## src/rtl/button_conditioner_pkg.sv

```systemverilog
// Shared helpers for the button conditioner slice.
// Contents: maxOf    - larger of two ints
//           cntWidth - counter width able to hold 0..maxVal, never less than 1
package button_conditioner_pkg;

  function automatic int maxOf(input int a, input int b);
    return (a > b) ? a : b;
  endfunction

  function automatic int cntWidth(input int maxVal);
    return (maxVal < 1) ? 1 : $clog2(maxVal + 1);
  endfunction

endpackage

```

## src/rtl/button_conditioner_if.sv

```systemverilog
// Button bundle between the raw pins, the conditioner and its consumers.
// Signals: btn_raw     - asynchronous raw buttons, active high
//          btn_level   - debounced level, 1 = held
//          btn_press   - 1-cycle pulse on accepted 0->1
//          btn_release - 1-cycle pulse on accepted 1->0
//          btn_repeat  - 1-cycle auto-repeat pulse while held
// Modports: master = the conditioner (drives the conditioned outputs),
//           slave  = the pin/consumer side.
interface button_conditioner_if #(
  parameter int N = 5
);
  logic [N-1:0] btn_raw;
  logic [N-1:0] btn_level;
  logic [N-1:0] btn_press;
  logic [N-1:0] btn_release;
  logic [N-1:0] btn_repeat;

  modport master (
    input  btn_raw,
    output btn_level, btn_press, btn_release, btn_repeat
  );

  modport slave (
    output btn_raw,
    input  btn_level, btn_press, btn_release, btn_repeat
  );
endinterface

```

## src/rtl/button_channel.sv

```systemverilog
// One button: 2-FF synchronizer, counter debounce, press/release pulses
// and hold auto-repeat FSM.
// Ports: clk, resetn (synchronous, active low)
//        btnRaw     - raw async button
//        btnLevel   - debounced level
//        btnPress   - pulse in the first cycle btnLevel reads 1
//        btnRelease - pulse in the first cycle btnLevel reads 0
//        btnRepeat  - auto-repeat pulse while held
module button_channel
  import button_conditioner_pkg::*;
#(
  parameter int DEBOUNCE_CYCLES = 1_000_000,
  parameter int REPEAT_DELAY    = 50_000_000,
  parameter int REPEAT_PERIOD   = 10_000_000
) (
  input  logic clk,
  input  logic resetn,
  input  logic btnRaw,
  output logic btnLevel,
  output logic btnPress,
  output logic btnRelease,
  output logic btnRepeat
);

  localparam int DW = cntWidth(DEBOUNCE_CYCLES);
  localparam int RW = cntWidth(maxOf(REPEAT_DELAY, REPEAT_PERIOD));
  localparam logic [DW-1:0] D_LAST  = DW'(DEBOUNCE_CYCLES - 1);
  // DELAY is unreachable when REPEAT_DELAY is 0, so the clamp only keeps the constant legal.
  localparam logic [RW-1:0] RD_LAST = RW'((REPEAT_DELAY > 0) ? REPEAT_DELAY - 1 : 0);
  localparam logic [RW-1:0] RP_LAST = RW'(REPEAT_PERIOD - 1);

  typedef enum logic [1:0] {
    IDLE   = 2'd0,
    DELAY  = 2'd1,
    REPEAT = 2'd2
  } repState_e;

  logic            s1, s2;
  logic [DW-1:0]   dcnt;
  repState_e       state, stateNext;
  logic [RW-1:0]   rcnt, rcntNext;
  logic            repNext;
  logic            differs, accept, acceptRise, acceptFall;

  assign differs    = (s2 != btnLevel);
  assign accept     = differs && (dcnt == D_LAST);
  assign acceptRise = accept && s2;
  assign acceptFall = accept && !s2;

  always_ff @(posedge clk) begin
    if (!resetn) begin
      s1         <= 1'b0;
      s2         <= 1'b0;
      dcnt       <= '0;
      btnLevel   <= 1'b0;
      btnPress   <= 1'b0;
      btnRelease <= 1'b0;
      btnRepeat  <= 1'b0;
      state      <= IDLE;
      rcnt       <= '0;
    end else begin
      s1         <= btnRaw;
      s2         <= s1;
      // Pulses are registered alongside btnLevel so they align with the new level.
      btnPress   <= acceptRise;
      btnRelease <= acceptFall;
      btnRepeat  <= repNext;
      state      <= stateNext;
      rcnt       <= rcntNext;
      if (!differs) begin
        dcnt <= '0;
      end else if (accept) begin
        btnLevel <= s2;
        dcnt     <= '0;
      end else begin
        dcnt <= dcnt + DW'(1);
      end
    end
  end

  always_comb begin
    stateNext = state;
    rcntNext  = rcnt;
    repNext   = 1'b0;
    case (state)
      IDLE: begin
        if (acceptRise && (REPEAT_DELAY != 0)) begin
          stateNext = DELAY;
          rcntNext  = '0;
        end
      end
      DELAY: begin
        if (rcnt == RD_LAST) begin
          repNext   = 1'b1;
          rcntNext  = '0;
          stateNext = REPEAT;
        end else begin
          rcntNext = rcnt + RW'(1);
        end
      end
      REPEAT: begin
        if (rcnt == RP_LAST) begin
          repNext  = 1'b1;
          rcntNext = '0;
        end else begin
          rcntNext = rcnt + RW'(1);
        end
      end
      default: begin
        stateNext = IDLE;
        rcntNext  = '0;
      end
    endcase
    // A release cancels the repeat, including one expiring in this very cycle.
    if (acceptFall) begin
      stateNext = IDLE;
      rcntNext  = '0;
      repNext   = 1'b0;
    end
  end

endmodule

```

## src/rtl/button_conditioner.sv

```systemverilog
// Conditions N raw push buttons for the LED / 7-segment stage.
// Ports: clk    - 100 MHz system clock
//        resetn - synchronous active-low reset
//        bus    - button bundle (master side): btn_raw in; btn_level,
//                 btn_press, btn_release, btn_repeat out
// Each bit is handled by an independent button_channel.
module button_conditioner #(
  parameter int N               = 5,
  parameter int DEBOUNCE_CYCLES = 1_000_000,
  parameter int REPEAT_DELAY    = 50_000_000,
  parameter int REPEAT_PERIOD   = 10_000_000
) (
  input logic                  clk,
  input logic                  resetn,
  button_conditioner_if.master bus
);

  logic [N-1:0] level, press, rel, rep;

  for (genvar g = 0; g < N; g++) begin : gCh
    button_channel #(
      .DEBOUNCE_CYCLES(DEBOUNCE_CYCLES),
      .REPEAT_DELAY   (REPEAT_DELAY),
      .REPEAT_PERIOD  (REPEAT_PERIOD)
    ) uCh (
      .clk       (clk),
      .resetn    (resetn),
      .btnRaw    (bus.btn_raw[g]),
      .btnLevel  (level[g]),
      .btnPress  (press[g]),
      .btnRelease(rel[g]),
      .btnRepeat (rep[g])
    );
  end

  assign bus.btn_level   = level;
  assign bus.btn_press   = press;
  assign bus.btn_release = rel;
  assign bus.btn_repeat  = rep;

endmodule
```

## src/flat_wrapper.sv

```systemverilog
// flat-port wrapper written by rule: the top's interface ports become plain ports
module button_conditioner_flat 
#(
  parameter int N               = 5,
  parameter int DEBOUNCE_CYCLES = 1_000_000,
  parameter int REPEAT_DELAY    = 50_000_000,
  parameter int REPEAT_PERIOD   = 10_000_000
)
  (clk, resetn, bus_btn_raw, bus_btn_level, bus_btn_press, bus_btn_release, bus_btn_repeat);
  button_conditioner_if #(.N(N)) bus_i ();
  input logic clk;
  input logic resetn;
  input wire logic [$bits(bus_i.btn_raw)-1:0] bus_btn_raw;
  output wire logic [$bits(bus_i.btn_level)-1:0] bus_btn_level;
  output wire logic [$bits(bus_i.btn_press)-1:0] bus_btn_press;
  output wire logic [$bits(bus_i.btn_release)-1:0] bus_btn_release;
  output wire logic [$bits(bus_i.btn_repeat)-1:0] bus_btn_repeat;
  assign bus_i.btn_raw = bus_btn_raw;
  assign bus_btn_level = bus_i.btn_level;
  assign bus_btn_press = bus_i.btn_press;
  assign bus_btn_release = bus_i.btn_release;
  assign bus_btn_repeat = bus_i.btn_repeat;
  button_conditioner #(.N(N), .DEBOUNCE_CYCLES(DEBOUNCE_CYCLES), .REPEAT_DELAY(REPEAT_DELAY), .REPEAT_PERIOD(REPEAT_PERIOD)) u_core (.clk(clk), .resetn(resetn), .bus(bus_i));
endmodule
```

## config.mk

```make
export PLATFORM = sky130hd
export DESIGN_NAME = button_conditioner_flat
export DESIGN_NICKNAME = d
export VERILOG_FILES = /design/src/rtl/button_conditioner_pkg.sv /design/src/rtl/button_conditioner_if.sv /design/src/rtl/button_channel.sv /design/src/rtl/button_conditioner.sv /design/src/flat_wrapper.sv
export SDC_FILE = /design/constraint.sdc
export NUM_CORES = 1
export LEC_CHECK = 0
export ABC_CLOCK_PERIOD_IN_PS = 3200
export BUFFER_PORTS_ARGS = -buffer_cell sky130_fd_sc_hd__buf_4
export CORE_ASPECT_RATIO = 0.6
export CORE_MARGIN = 5
export CORE_UTILIZATION = 38
export DETAILED_ROUTE_END_ITERATION = 7
export GPL_TIMING_DRIVEN = 0
export PLACE_DENSITY = 0.54
export SYNTH_ARGS = -nofsm -noshare
export SYNTH_HDL_FRONTEND = slang
export SYNTH_HIERARCHICAL = 1
export SYNTH_SLANG_ARGS = --single-unit
```

## constraint.sdc

```tcl
create_clock -name clk -period 3.2 [get_ports clk]
set_clock_uncertainty 0.1 [all_clocks]
set_input_delay 0.64 -clock clk [delete_from_list [all_inputs] [get_ports clk]]
set_output_delay 0.64 -clock clk [all_outputs]
set_load 0.005 [all_outputs]
```

==> run summary <==
CTS Hold Bufs: 0
Clk sink count: 270
# DRC: 0
CP Depth: 8
Fmax: 344 MHz
Per-cell routed wire length: 14.9 µm
DRT iter0 DRCs: 830
Inserted Diodes: 0
CTS Root Buffer Type: clkbuf_16
Hold Vio Cnt, Final: 0
Commonest non-fill, non-tap cells in the layout: dfxtp_1, nor2_1, nand2_1
Main synth FF type: dfxtp_1
Buffers added on ports: 26
FF-to-FF path depth: 8
Slew HR: 42.8%
CP Cell Sequence: ha_1 -> nand2_1 -> or4_1 -> buf_2 -> o31ai_2 -> nor2_1 -> clkbuf_1 -> a221o_1
Max-cap check violation count: 0
Reg2reg end: u_core/gCh[2].uCh/rcnt[11]$_SDFFE_PP0P_
Synth top area cells: dfxtp_1, nor2_1, xnor2_1
CTS tree: done
Post-Syn Area: 0.0136 mm²
Clock Latency Late Sink: 0.55 ns
Busiest grt layer: met1
Final Slew Violations: 0
Die X: 254 µm
1st-pass router iterations: 5
Worst-Margin Slew: 0.851 ns
Die Ht: 157 µm
Reg-to-Reg Start: u_core/gCh[2].uCh/dcnt[0]$_SDFF_PP0_
Nets: 1703
Post-synth net total: 1647
CTS Buffer Depth: 3
Worst vdd ir: 0.353 mV
Setup TNS after final layout: 0 ns
Simple-gate area share of the yosys netlist: 32.3%
Sequential share of the synthesized area: 39.7%
H-tree levels: 1
Commonest non-fill, non-tap cell in the layout: dfxtp_1
CP endpoint kind: register
IO Pins: 27
First-pass GRT wire length: 53.7 mm
Hold path start: bus_btn_raw[3]
Vias post-DR: 11509
Initial Utilization: 38.7%
Drt total wl: 32.1 mm
Largest net degree at the start of global routing: 40
Die area: 0.0399 mm²
Fraction of layout cells with a size suffix above 1: 10.4%
Initial antenna violation count: 0
Post-synthesis cell type count: 78
Fin cells: 2155
Synth Area in Compound Gates: 13.8%
Post-Synth Adder-Cell Area: 2.76%
Family with the most delay on the worst path: simple AND/OR/NAND/NOR gates
Largest family of logic cells by synthesized area: simple AND/OR/NAND/NOR gates
Pre-CTS setup slack: 0.327 ns
WS Path Type: register to register
CTS clk-pin slew, worst paths: 0.06 ns
Synthesis-stage register bit count: 270
Slowest CP cell: or4_1
Final Util: 43.8%
DP Wirelength: 23.0 mm
Share of the synthesized area in the top cell type: 39.7%
Mux cell area share after synthesis: 0.909%
WP data arrival: 3.24 ns
Synth Area in XOR/XNOR: 7.07%
CP max stage delay: 0.57 ns
Syn Area/Cell: 8.46 µm²
Final ANT Viol Nets: 0
Final GP Congestion: 0.869
CP bufs+invs: 2
Critical path fanouts, max: 10
RSZ-0062 raised after global routing: no
Via-per-instance ratio: 5.34
CP Capture Point: u_core/gCh[2].uCh/rcnt[11]$_SDFFE_PP0P_
Filler cell count in the final layout: 3448
Num CTS Buffers: 28
Layout area overhead: 13.1%
Run status: completed
FFs w/ async S/R, synth: 0%
Number of synthesized flops with an enable pin: 0
Vias in the first global route: 10311
Crit path time final: 2.90 ns
Yosys top cell by area: dfxtp_1
Num rows: 53
Gr ovfl total: 0
Met3 Resource Use GR: 2.41%
# Post-CTS Setup Buffers: 0
Worst hold path type: input pin to register
Reg2Reg Setup Slack: 0.30 ns
Core Region: 0.0352 mm²
GRT Overall Usage: 15.8%
Yosys warnings: 6
Period utilization: 90.7%
Lkg Pwr: 5.00 nW
Cell Pwr Density: 455 mW/mm²
Placed insts: 2103
Crit path required time: 3.54 ns
Final setup viols: 0
Worst Slack Setup Final: 0.297 ns
Met1 GRT Util: 26.6%
Met2 usage: 20.6%
Cells after synthesis: 1610
CTS resizes: 0
Crit start category: register
Worst Setup SP: u_core/gCh[2].uCh/dcnt[0]$_SDFF_PP0_
==> routing by layer <==
layer  up-vias  wire [µm]
li1       5910          -
met1      5321      18000
met2       244      11900
met3        34       1620
met4         0        455
met5         -          0
==> worst min-delay path by stage <==
stage	endpoint	slack (ns)	cells after the start
5_1_grt	u_core/gCh[3].uCh/s1$_SDFF_PN0_	0.18	2
4_1_cts	u_core/gCh[3].uCh/s1$_SDFF_PN0_	0.16	2
3_3_place_gp	u_core/gCh[2].uCh/s2$_SDFF_PN0_	0.32	1
2_1_floorplan	u_core/gCh[0].uCh/s2$_SDFF_PN0_	0.31	1
6_report	u_core/gCh[3].uCh/s1$_SDFF_PN0_	0.19	2
3_5_place_dp	u_core/gCh[3].uCh/s2$_SDFF_PN0_	0.33	1
==> area by class of cell <==
| cell class | count | area, µm² | area share [%] |
|---|---|---|---|
| plain buffers | 51 | 288 | 1.87 |
| multi-input cells | 1240 | 7740 | 50.3 |
| well taps | 467 | 584 | 3.79 |
| repair buffers | 26 | 195 | 1.27 |
| inverters | 49 | 184 | 1.19 |
| clock buffers | 36 | 802 | 5.20 |
| flip-flops and latches | 270 | 5410 | 35.1 |
| clock inverters | 16 | 208 | 1.35 |
==> worst register-to-register path: cells and delay by family, from the launching register on <==
family / cells / cell delay, ns
compound gates: 2 / 0.75
fa+ha+maj: 1 / 0.23
buf+inv: 2 / 0.51
flops: 1 / 0.38
simple gates: 3 / 0.82
==> cells in the mapped netlist, drive strengths merged (6+ instances only) <==
library cell and n:
xnor2 80, nand4 47, a21o 12, nor3 74
nand2b 10, and4 13, o221ai 6, inv 49
xor2 30, o211ai 6, dfxtp 270, a211o 9
nand2 155, ha 30, a31oi 9, a221o 6
buf 25, or3 33, clkbuf 26, a21oi 44
nor4 40, and2 22, o21ai 76, or4b 6
or4 16, nand3 88, nor4b 23, o2bb2a 12
nor2 231, a211oi 6, nor2b 18, a22o 30
or2 9, and3 31, mux2i 9, o31ai 17
==> registers in the layout, summed over array words and instances (netlist names) <==
| signal | cells |
|---|---|
| u_core/gCh.uCh/dcnt | 100 |
| u_core/gCh.uCh/rcnt | 130 |
| u_core/gCh.uCh/s1 | 5 |
| u_core/gCh.uCh/state | 10 |
| u_core/gCh.uCh/btnLevel | 5 |
| u_core/gCh.uCh/s2 | 5 |
| u_core/gCh.uCh/btnPress | 5 |
| u_core/gCh.uCh/btnRelease | 5 |
| u_core/gCh.uCh/btnRepeat | 5 |
==> power breakdown <==
part	switching, mW	total [mW]	internal, mW
combinational	0.0698	0.102	0.0320
clock	1.38	3.54	2.17
sequential	0.00595	3.37	3.37
total	1.45	7.02	5.57
==> cells by family (layout without fill, tap and decap cells) <==
family,Yosys count,after routing
simple gates,833,833
flops,270,270
compound gates,255,255
xor+xnor,110,110
buf+inv,100,178
fa+ha+maj,30,30
mux,12,12
==> stage by stage <==
stage          area [µm²]  power [mW]  hold slack (ns)
6_report            15400        7.02            0.195
5_1_grt             15400        7.32            0.185
4_1_cts             15400        7.16            0.159
3_5_place_dp        14400        3.55            0.328
3_3_place_gp        14400        3.55            0.318
2_1_floorplan       13600        3.51            0.312
(Power assumes the default switching activity.)
